**config.mk**
```make
export PLATFORM = sky130hd
export DESIGN_NAME = mine_placer
export DESIGN_NICKNAME = d
export VERILOG_FILES = /design/src/rtl/mine_placer_pkg.sv /design/src/rtl/mine_placer_lfsr16.sv /design/src/rtl/mine_placer.sv
export SDC_FILE = /design/constraint.sdc
export NUM_CORES = 1
export LEC_CHECK = 0
export ABC_AREA = 1
export CORE_AREA = 3 3 102 65
export DETAILED_ROUTE_END_ITERATION = 16
export DIE_AREA = 0 0 105 68
export DONT_BUFFER_PORTS = 1
export SKIP_LAST_GASP = 1
export SLEW_MARGIN = 10
export SYNTH_ARGS = -nofsm -noshare
export SYNTH_HDL_FRONTEND = slang
export SYNTH_HIERARCHICAL = 1
export SYNTH_SLANG_ARGS = --single-unit
```
**constraint.sdc**
```tcl
create_clock -name clk -period 5.9 [get_ports clk]
set_input_delay 1.18 -clock clk [delete_from_list [all_inputs] [get_ports clk]]
set_output_delay 1.18 -clock clk [all_outputs]
set_load 0.05 [all_outputs]
```
**src/rtl/mine_placer_pkg.sv**
```systemverilog
// Shared definitions for the mine placer: FSM states, mine marker,
// neighbour offset table and the LFSR step function.
package mine_pkg;

    typedef enum logic [2:0] {
        S_IDLE,
        S_PICK,
        S_CHECK,
        S_PLACE,
        S_NBR,
        S_DONE
    } state_e;

    // All-ones marker; the top slices it down to its cell width.
    localparam logic [31:0] MINE_CODE = 32'hFFFF_FFFF;

    localparam logic [15:0] LFSR_TAPS = 16'hB400;

    // Neighbour offsets, two's complement 2-bit, entry k at [k].
    // Row-major starting at (-1,-1):
    // k: 0:(-1,-1) 1:(0,-1) 2:(1,-1) 3:(-1,0) 4:(1,0) 5:(-1,1) 6:(0,1) 7:(1,1)
    localparam logic [7:0][1:0] NBR_DX = {2'b01, 2'b00, 2'b11, 2'b01,
                                          2'b11, 2'b01, 2'b00, 2'b11};
    localparam logic [7:0][1:0] NBR_DY = {2'b01, 2'b01, 2'b01, 2'b00,
                                          2'b00, 2'b11, 2'b11, 2'b11};

    // Galois right-shift step.
    function automatic logic [15:0] lfsr_step(input logic [15:0] v);
        return (v >> 1) ^ (v[0] ? LFSR_TAPS : 16'h0000);
    endfunction

endpackage

```
**src/rtl/mine_placer_lfsr16.sv**
```systemverilog
// 16-bit Galois LFSR with seed load and step enable. A zero seed is
// replaced by 1 so the register can never lock up.
module lfsr16
    import mine_pkg::*;
(
    input  logic        clk,
    input  logic        reset,
    input  logic        load_i,
    input  logic [15:0] seed_i,
    input  logic        step_i,
    output logic [15:0] next_o
);

    logic [15:0] state_q;

    assign next_o = lfsr_step(state_q);

    // Seed load has priority over stepping.
    always_ff @(posedge clk or negedge reset) begin
        if (!reset)
            state_q <= 16'h0001;
        else if (load_i)
            state_q <= (seed_i == 16'h0000) ? 16'h0001 : seed_i;
        else if (step_i)
            state_q <= next_o;
    end

endmodule

```
**src/rtl/mine_placer.sv**
```systemverilog
// Mine placer: picks pseudo-random cells, writes the mine marker and
// bumps the adjacency count of each in-bounds non-mine neighbour through
// a combinational read / synchronous write board port.
// Optional feature macro: SAFE_START_EN (keeps mines off the 3x3 area
// around safe_x/safe_y).
module mine_placer
    import mine_pkg::*;
#(
    parameter int WIDTH     = 8,
    parameter int HEIGHT    = 8,
    parameter int BUS_WIDTH = 8,
    parameter int NUM_MINES = 10,
    localparam int XW = (WIDTH  > 1) ? $clog2(WIDTH)  : 1,
    localparam int YW = (HEIGHT > 1) ? $clog2(HEIGHT) : 1
) (
    input  logic                 clk,
    input  logic                 reset,
    input  logic                 start,
    input  logic [15:0]          seed,
`ifdef SAFE_START_EN
    input  logic [XW-1:0]        safe_x,
    input  logic [YW-1:0]        safe_y,
`endif
    output logic                 busy,
    output logic                 done,
    output logic [XW-1:0]        rd_x,
    output logic [YW-1:0]        rd_y,
    input  logic [BUS_WIDTH-1:0] rd_value,
    output logic                 wr_en,
    output logic [XW-1:0]        wr_x,
    output logic [YW-1:0]        wr_y,
    output logic [BUS_WIDTH-1:0] wr_value
);

    localparam int CW = $clog2(WIDTH * HEIGHT) + 1;
    localparam logic [BUS_WIDTH-1:0] MINE   = MINE_CODE[BUS_WIDTH-1:0];
    localparam logic [CW-1:0]        NM     = NUM_MINES[CW-1:0];
    localparam logic [XW:0]          W_U    = WIDTH[XW:0];
    localparam logic [YW:0]          H_U    = HEIGHT[YW:0];
    localparam logic signed [XW+1:0] W_S    = WIDTH[XW+1:0];
    localparam logic signed [YW+1:0] H_S    = HEIGHT[YW+1:0];

    state_e        state_q, state_d;
    logic [XW-1:0] cx_q, cx_d;
    logic [YW-1:0] cy_q, cy_d;
    logic [2:0]    k_q, k_d;
    logic [CW-1:0] cnt_q, cnt_d;
    logic [CW-1:0] cnt_inc;

    logic          lfsr_load, lfsr_step_en;
    logic [15:0]   lfsr_next;
    logic          lfsr_unused;

    logic signed [XW+1:0] nx;
    logic signed [YW+1:0] ny;
    logic                 nbr_in;
    logic                 cand_oob;
    logic                 near_safe;

    lfsr16 u_lfsr (
        .clk    (clk),
        .reset  (reset),
        .load_i (lfsr_load),
        .seed_i (seed),
        .step_i (lfsr_step_en),
        .next_o (lfsr_next)
    );

    // Only the low coordinate fields are consumed.
    assign lfsr_unused = ^lfsr_next;

    assign cnt_inc  = cnt_q + CW'(1);
    assign cand_oob = ({1'b0, cx_q} >= W_U) || ({1'b0, cy_q} >= H_U);

    // Neighbour coordinate for offset k, widened and signed so edges
    // show up as negative or >= size instead of wrapping.
    assign nx = $signed({2'b00, cx_q}) + $signed({{XW{NBR_DX[k_q][1]}}, NBR_DX[k_q]});
    assign ny = $signed({2'b00, cy_q}) + $signed({{YW{NBR_DY[k_q][1]}}, NBR_DY[k_q]});
    assign nbr_in = !nx[XW+1] && (nx < W_S) && !ny[YW+1] && (ny < H_S);

`ifdef SAFE_START_EN
    logic [XW-1:0] sx_q, sx_d;
    logic [YW-1:0] sy_q, sy_d;
    logic          near_x, near_y;

    assign near_x = (cx_q == sx_q) ||
                    (({1'b0, cx_q} + 1'b1) == {1'b0, sx_q}) ||
                    (({1'b0, sx_q} + 1'b1) == {1'b0, cx_q});
    assign near_y = (cy_q == sy_q) ||
                    (({1'b0, cy_q} + 1'b1) == {1'b0, sy_q}) ||
                    (({1'b0, sy_q} + 1'b1) == {1'b0, cy_q});
    assign near_safe = near_x && near_y;

    // Safe cell is captured together with the seed on an accepted start.
    always_ff @(posedge clk or negedge reset) begin
        if (!reset) begin
            sx_q <= '0;
            sy_q <= '0;
        end else begin
            sx_q <= sx_d;
            sy_q <= sy_d;
        end
    end

    // Hold the safe cell except on an accepted start.
    always_comb begin
        sx_d = sx_q;
        sy_d = sy_q;
        if (state_q == S_IDLE && start) begin
            sx_d = safe_x;
            sy_d = safe_y;
        end
    end
`else
    assign near_safe = 1'b0;
`endif

    // State and datapath registers.
    always_ff @(posedge clk or negedge reset) begin
        if (!reset) begin
            state_q <= S_IDLE;
            cx_q    <= '0;
            cy_q    <= '0;
            k_q     <= '0;
            cnt_q   <= '0;
        end else begin
            state_q <= state_d;
            cx_q    <= cx_d;
            cy_q    <= cy_d;
            k_q     <= k_d;
            cnt_q   <= cnt_d;
        end
    end

    // Next-state and board port drive; all outputs idle at zero.
    always_comb begin
        state_d      = state_q;
        cx_d         = cx_q;
        cy_d         = cy_q;
        k_d          = k_q;
        cnt_d        = cnt_q;
        lfsr_load    = 1'b0;
        lfsr_step_en = 1'b0;
        busy         = (state_q != S_IDLE);
        done         = 1'b0;
        rd_x         = '0;
        rd_y         = '0;
        wr_en        = 1'b0;
        wr_x         = '0;
        wr_y         = '0;
        wr_value     = '0;
        unique case (state_q)
            S_IDLE: begin
                if (start) begin
                    lfsr_load = 1'b1;
                    cnt_d     = '0;
                    k_d       = '0;
                    state_d   = S_PICK;
                end
            end
            S_PICK: begin
                lfsr_step_en = 1'b1;
                cx_d         = lfsr_next[XW-1:0];
                cy_d         = lfsr_next[XW+YW-1:XW];
                state_d      = S_CHECK;
            end
            S_CHECK: begin
                rd_x = cx_q;
                rd_y = cy_q;
                if (cand_oob || near_safe || rd_value == MINE)
                    state_d = S_PICK;
                else
                    state_d = S_PLACE;
            end
            S_PLACE: begin
                wr_en    = 1'b1;
                wr_x     = cx_q;
                wr_y     = cy_q;
                wr_value = MINE;
                k_d      = '0;
                state_d  = S_NBR;
            end
            S_NBR: begin
                if (nbr_in) begin
                    rd_x = nx[XW-1:0];
                    rd_y = ny[YW-1:0];
                    if (rd_value != MINE) begin
                        wr_en    = 1'b1;
                        wr_x     = nx[XW-1:0];
                        wr_y     = ny[YW-1:0];
                        wr_value = rd_value + BUS_WIDTH'(1);
                    end
                end
                k_d = k_q + 3'd1;
                if (k_q == 3'd7) begin
                    cnt_d   = cnt_inc;
                    state_d = (cnt_inc == NM) ? S_DONE : S_PICK;
                end
            end
            S_DONE: begin
                done    = 1'b1;
                state_d = S_IDLE;
            end
            default: state_d = S_IDLE;
        endcase
    end

endmodule

```
==> impl_results.md, run 1 <==
* Tot GR Track Use at 0.1861
* Final worst clock skew at 0.007768 ns
* Fill cells at between 500 and 600
* Clock Pin Slew Worst Setup and Hold Paths at around 0.070 ns
* Final setup violation count at 0
* Cells traversed along the worst timing path: inv_1 -> ha_1 -> o21ai_2 -> inv_2 -> fa_1 -> inv_1 -> nand2_1 -> nand2_1 -> nand2_2 -> nand2_2 -> nand3_4 -> nor2_8 -> nand2_1 -> o21ai_1
* Max Cap Violations at 0
* Total number of yosys warnings at 6
* TritonCTS clock tree: yes
* Buffers plus inverters on the worst setup path at 3
* Die height at 68 um
* Starting Density at 0.4949
* Final Max Slew Viols at 0
* Cell at the root of the clock tree: sky130_fd_sc_hd__clkbuf_8
* Multi-input combinational cell area at ~0.0016 mm^2
* Overall Power at around 1.6 mW
* Number of buffers on the longest clock path at 2
* GPL Wtd Cong at 0.8818
* Area after detailed placement at around 0.0028 mm^2
* Sink Count at 35
* Average routed wire per standard cell at 13.25 um
* Largest driver fanout on the critical path at 16
* Detail-routed via count per cell at 4.985
* Final hold violation count at 0
* DPL Wire Length at ~4.8 mm
* Fin util at 0.5087
* Fin crit share at 0.7525
* Leakage power figure at ~1.4 nW
* Total negative slack at 0 ns
* Nature of the critical path endpoint: output port
* Worst Path Required at between 4 and 5 ns
* Worst Setup Slack, final at 1.460 ns
* ANT cells at 0
* Worst min path class: reg -> reg
* FF+latch area at 877.1 um^2
* Pre-CTS setup slack at 1.768 ns
* Net Count, Synth at around 440
* Worst skew pair latency at between 0.2 and 0.3 ns
* Post-Layout Inst Area at between 0.002 and 0.003 mm^2
* Cell with the largest stage delay on the worst path: sky130_fd_sc_hd__o21ai_1
* Layout cell share with drive strength beyond 1 at 0.1143
* Run status: completed
* H-tree levels at 2
* DRC viols at 0
* Antenna viol nets, final at 0
* Vias in the first global route at around 2,200
* Average cell area after synthesis at 7.099 um^2
* Cell count after synthesis at between 300 and 400
* Top-level port count at 50
* Largest net degree at the start of global routing at 36
* Count of buffers from port buffering at 0
* Area Overhead vs Synth at 2.788%
* Peak VDD IR at roughly 220 uV
* Number of clock buffers inserted by TritonCTS at 5
* Cell mode on critical path: sky130_fd_sc_hd__nand2_1
* FMAX at 0.2252 GHz
* Total number of vias at ~2,300
* Die area at between 0.007 and 0.008 mm^2
* Routed Wire Length at 6.161 mm
* Number of DRC violations after detailed-routing iteration 0 at around 180
* Min Tclk post-route at between 4 and 5 ns
* Unrepaired setup endpoints after global routing: no
* Count of instances resized after the clock tree is built at 0
* Area of the mapped netlist at ~0.0028 mm^2
* Pre-Repair DR Iteration Count at 4
* Number of nets in the layout at 431
* Largest delay contributor family on the critical path: compound AO/OA/AOI/OAI gates
* Number of antenna violations at the first check in global routing at 0
* Critical path class: reg -> out
* Placement row count at 21
* Normalized max-slew margin at 0.3483
* Total grt overflow at 0
* Worst-margin pin slew at roughly 1 ns
* First-pass GRT wire length at 10.66 mm
* Element type at the critical path start: flip-flop
* Hold Buf Count CTS at 0
* Areal power density over the cells at 553.8 mW/mm^2
* Number of buffers inserted by post-CTS setup repair at 0
* Width of the die at about 110 um
* Data arrival time of the critical path at ~3.3 ns
* Core area at roughly 0.0056 mm^2
* Biggest cell delay along the critical path at about 0.52 ns
## area by class of cell
| type | count | area share |
|---|---|---|
| Inverter | 54 | 0.07262 |
| Timing Repair Buffer | 1 | 0.002625 |
| Tap cell | 80 | 0.03500 |
| Clock buffer | 7 | 0.02668 |
| Sequential cell | 35 | 0.3066 |
| Clock inverter | 1 | 0.001750 |
| Multi-Input combinational cell | 287 | 0.5547 |
## tightest hold or removal path: stages, from the launching register on
cell	delay (ns)
sky130_fd_sc_hd__dfrtp_1	0.35
sky130_fd_sc_hd__nand2_1	0.06
sky130_fd_sc_hd__o21ai_1	0.06
## layer usage
metal,wire length (um),global-route usage
met5,0,0
met4,34,0.03928
met3,462,0.05561
met2,2478,0.2612
met1,3186,0.2788
## where the power goes
part | switching, mW | leakage (nW) | internal (mW)
combinational | 0.731 | 0.922 | 0.267
clock | 0.0840 | 0.0422 | 0.0828
sequential | 0.0775 | 0.433 | 0.341
total | 0.893 | 1.40 | 0.691
## state kept, by name, summed over array words and instances (netlist names)
| name | count |
|---|---|
| cy_q | 3 |
| u_lfsr/state_q | 16 |
| cx_q | 3 |
| state_q | 3 |
| k_q | 3 |
| cnt_q | 7 |
## cells in the final DEF, fill, tap and decap left out, drive strengths merged, types with 2 or more instances in the layout
| cell | n |
|---|---|
| clkinv | 2 |
| o21bai | 3 |
| xnor2 | 2 |
| nor2 | 41 |
| ha | 18 |
| nand4 | 3 |
| nand3 | 34 |
| xor2 | 5 |
| o22ai | 2 |
| a31oi | 4 |
| o21ai | 35 |
| fa | 2 |
| nor3 | 4 |
| inv | 53 |
| nand2 | 118 |
| clkbuf | 7 |
| dfrtp | 34 |
| a21oi | 12 |
## metrics by stage
step	hold WS, ns	instances
floorplan	0.4819	392
global placement	0.4990	457
detailed placement	0.5022	457
finish	0.5064	465
CTS	0.5106	465
global route	0.5426	465
## path summary, 6_finish.rpt
check                           cells after the start         startpoint  slack [ns]            endpoint
min in group asynchronous                           0              reset        0.58  u_lfsr/state_q[13]
worst max-delay path                               14             k_q[0]        1.46             rd_y[1]
worst min-delay path                                2  u_lfsr/state_q[1]        0.51             cx_q[0]
max in group asynchronous                           0              reset        5.14   u_lfsr/state_q[0]
worst min register to register                      2  u_lfsr/state_q[1]        0.51             cx_q[0]
worst max register to register                      5         state_q[1]        3.62   u_lfsr/state_q[1]
Power figures use the tool's default switching activity.
==> run 2, diff against run 1 <==
==> constraint.sdc (replaced) <==
create_clock -name clk -period 4.15 [get_ports clk]
set_input_delay 0.83 -clock clk [delete_from_list [all_inputs] [get_ports clk]]
set_output_delay 0.83 -clock clk [all_outputs]
set_load 0.05 [all_outputs]
==> impl_results.md, run 2 (synthesis gave the netlist of run 1 again) <==
* Number of antenna violations at the first check in global routing at 0
* Routed Wire Length at 6.216 mm
* Worst reg2reg endpoint: u_lfsr/state_q[1]
* Nature of the critical path endpoint: output port
* Fin crit share at 0.9565
* FMAX at 0.2519 GHz
* Sequential group share of total power at 0.249
* Crit Reg-Reg Startpoint: state_q[1]
* Area Overhead vs Synth at 6.969%
* Reg with most FFs: u_lfsr/state_q
* Leakage power figure at between 1 and 1.5 nW
* Detail-routed via count per cell at 5.121
* Die area at ~0.007 mm^2
* Largest driver fanout on the critical path at 16
* Layout cell share with drive strength beyond 1 at 0.1633
* Largest net degree at the start of global routing at 36
* Element type at the critical path start: flip-flop
* Worst r2r path cells at 8
* Top-level port count at 50
* Die height at between 60 and 70 um
* GPL Wtd Cong at about 0.86
* Most common cell after layout, fill and taps aside: sky130_fd_sc_hd__nand2_1
* Cells traversed along the worst timing path: inv_1 -> ha_1 -> o21ai_2 -> inv_2 -> fa_1 -> inv_1 -> nand2_1 -> nand2_1 -> nand2_2 -> nand2_2 -> nand3_4 -> nor2_8 -> nand3_2 -> nand2_1
* Total negative slack at 0 ns
* Max Cap Violations at 0
* Final Max Slew Viols at 0
* Placement row count at 21
* R2r setup slk at a little over 2 ns
* Worst min path class: in -> async
* Core area at between 0.005 and 0.006 mm^2
* Antenna viol nets, final at 0
* Leading cell types in the layout, fill and taps excluded: sky130_fd_sc_hd__nand2_1 (103), sky130_fd_sc_hd__inv_1 (41), sky130_fd_sc_hd__nor2_1 (36), sky130_fd_sc_hd__dfrtp_1 (34), sky130_fd_sc_hd__nand3_1 (24)
* Average routed wire per standard cell at approximately 13 um
* ANT cells at 0
* Worst-margin pin slew at approximately 0.83 ns
* Count of instances resized after the clock tree is built at 0
* Cell mode on critical path: sky130_fd_sc_hd__nand2_1
* Total number of vias at about 2,400
* Worst skew pair latency at 0.28 ns
* Run status: completed
* DPL Wire Length at around 4.8 mm
* Number of flip-flops in the largest register at 16
* Buffers plus inverters on the worst setup path at 3
* Count of buffers from port buffering at 0
* Cells after DPL at 464
* Number of DRC violations after detailed-routing iteration 0 at between 100 and 150
* Power share of the combinational group at 0.616
* Final setup violation count at 0
* Non-filler instance count after layout at about 470
* Cell-internal power at between 1 and 1.5 mW
* Data arrival time of the critical path at 3.14 ns
* Number of clock buffers inserted by TritonCTS at 5
* Width of the die at 105 um
* Critical path class: reg -> out
* H-tree levels at 2
* Number of buffers inserted by post-CTS setup repair at 0
* Fill cells at approximately 590
* Min Tclk post-route at just under 4 ns
* Largest delay contributor family on the critical path: simple AND/OR/NAND/NOR gates
* Sw frac at 0.5419
* Clock Pin Slew Worst Setup and Hold Paths at approximately 0.080 ns
* Starting Density at 0.4949
* Total grt overflow at 0
* TritonCTS clock tree: yes
* Number of nets in the layout at 438
* DRC viols at 0
* Final worst clock skew at 0.003907 ns
* Number of buffers on the longest clock path at 2
* Biggest cell delay along the critical path at about 0.43 ns
* Final hold violation count at 0
* Peak VDD IR at 319.7 uV
* Hold_ws at around 0.23 ns
* Overall Power at 2.399 mW
* Tot GR Track Use at 0.1804
* Sink Count at 35
* First-pass GRT wire length at 10.40 mm
* Normalized max-slew margin at 0.4407
* Hold Buf Count CTS at 0
* Worst Path Required at between 3 and 4 ns
* Cell with the largest stage delay on the worst path: sky130_fd_sc_hd__fa_1
* Vias in the first global route at about 2,200
* Cell at the root of the clock tree: sky130_fd_sc_hd__clkbuf_8
* Sw Pwr at about 1.3 mW
* Clock network fraction of design power at 0.135
* Unrepaired setup endpoints after global routing: no
* Areal power density over the cells at 806.1 mW/mm^2
* Top Registers: u_lfsr/state_q: 16 flops, cnt_q: 7 flops
* Pre-Repair DR Iteration Count at 4
==> run 2: layer usage <==
layer | share of wire | global-route usage
met5 | 0 | 0
met4 | 0.0013 | 0.02782
met3 | 0.069 | 0.04618
met2 | 0.39 | 0.2484
met1 | 0.54 | 0.2821
==> run 2: power groups by stage <==
| stage | Combinational (mW) | Clock [mW] | Sequential [mW] |
|---|---|---|---|
| final | 1.48 | 0.324 | 0.597 |
| after global routing | 1.65 | 0.343 | 0.617 |
| after CTS | 1.46 | 0.331 | 0.596 |
| after detailed placement | 1.46 | 0 | 0.600 |
| after global placement | 1.44 | 0 | 0.600 |
| after floorplan | 1.27 | 0 | 0.574 |
==> run 2: how the worst max path moves through the flow <==
stage               startpoint  endpoint  cells after the start
global placement        k_q[0]   wr_y[1]                     14
global route            k_q[0]   wr_y[0]                     14
CTS                     k_q[0]   wr_x[2]                     14
finish                  k_q[0]   wr_x[0]                     14
detailed placement      k_q[0]   wr_x[2]                     14
floorplan               k_q[0]   rd_y[2]                     14
==> run 2: layout make-up <==
| type | instances | area [um^2] | area share |
|---|---|---|---|
| tap | 80 | 100.1 | 0.03363 |
| clock inverter | 2 | 35.03 | 0.01177 |
| multi-input combinational | 287 | 1614 | 0.5422 |
| inverter | 54 | 207.7 | 0.06978 |
| clock buffer | 6 | 82.58 | 0.02774 |
| timing repair buffer | 8 | 60.06 | 0.02018 |
| sequential | 35 | 877.1 | 0.2947 |
==> run 2: per-stage QoR <==
stage	utilization	cell area, um^2	setup WS [ns]
2_1_floorplan	-	2783	0.6985
3_3_place_gp	0.5036	2831	0.6359
3_5_place_dp	0.5036	2831	0.5114
4_1_cts	0.5245	2949	0.1910
5_1_grt	0.5294	2977	0.001095
6_report	0.5294	2977	0.1807
==> run 2: worst register-to-register path, delay by kind of cell, from the launching register on <==
family          cells  cell delay (ns)
simple gates        4             0.93
compound gates      1             0.17
flops               1             0.45
buf+inv             3             0.50
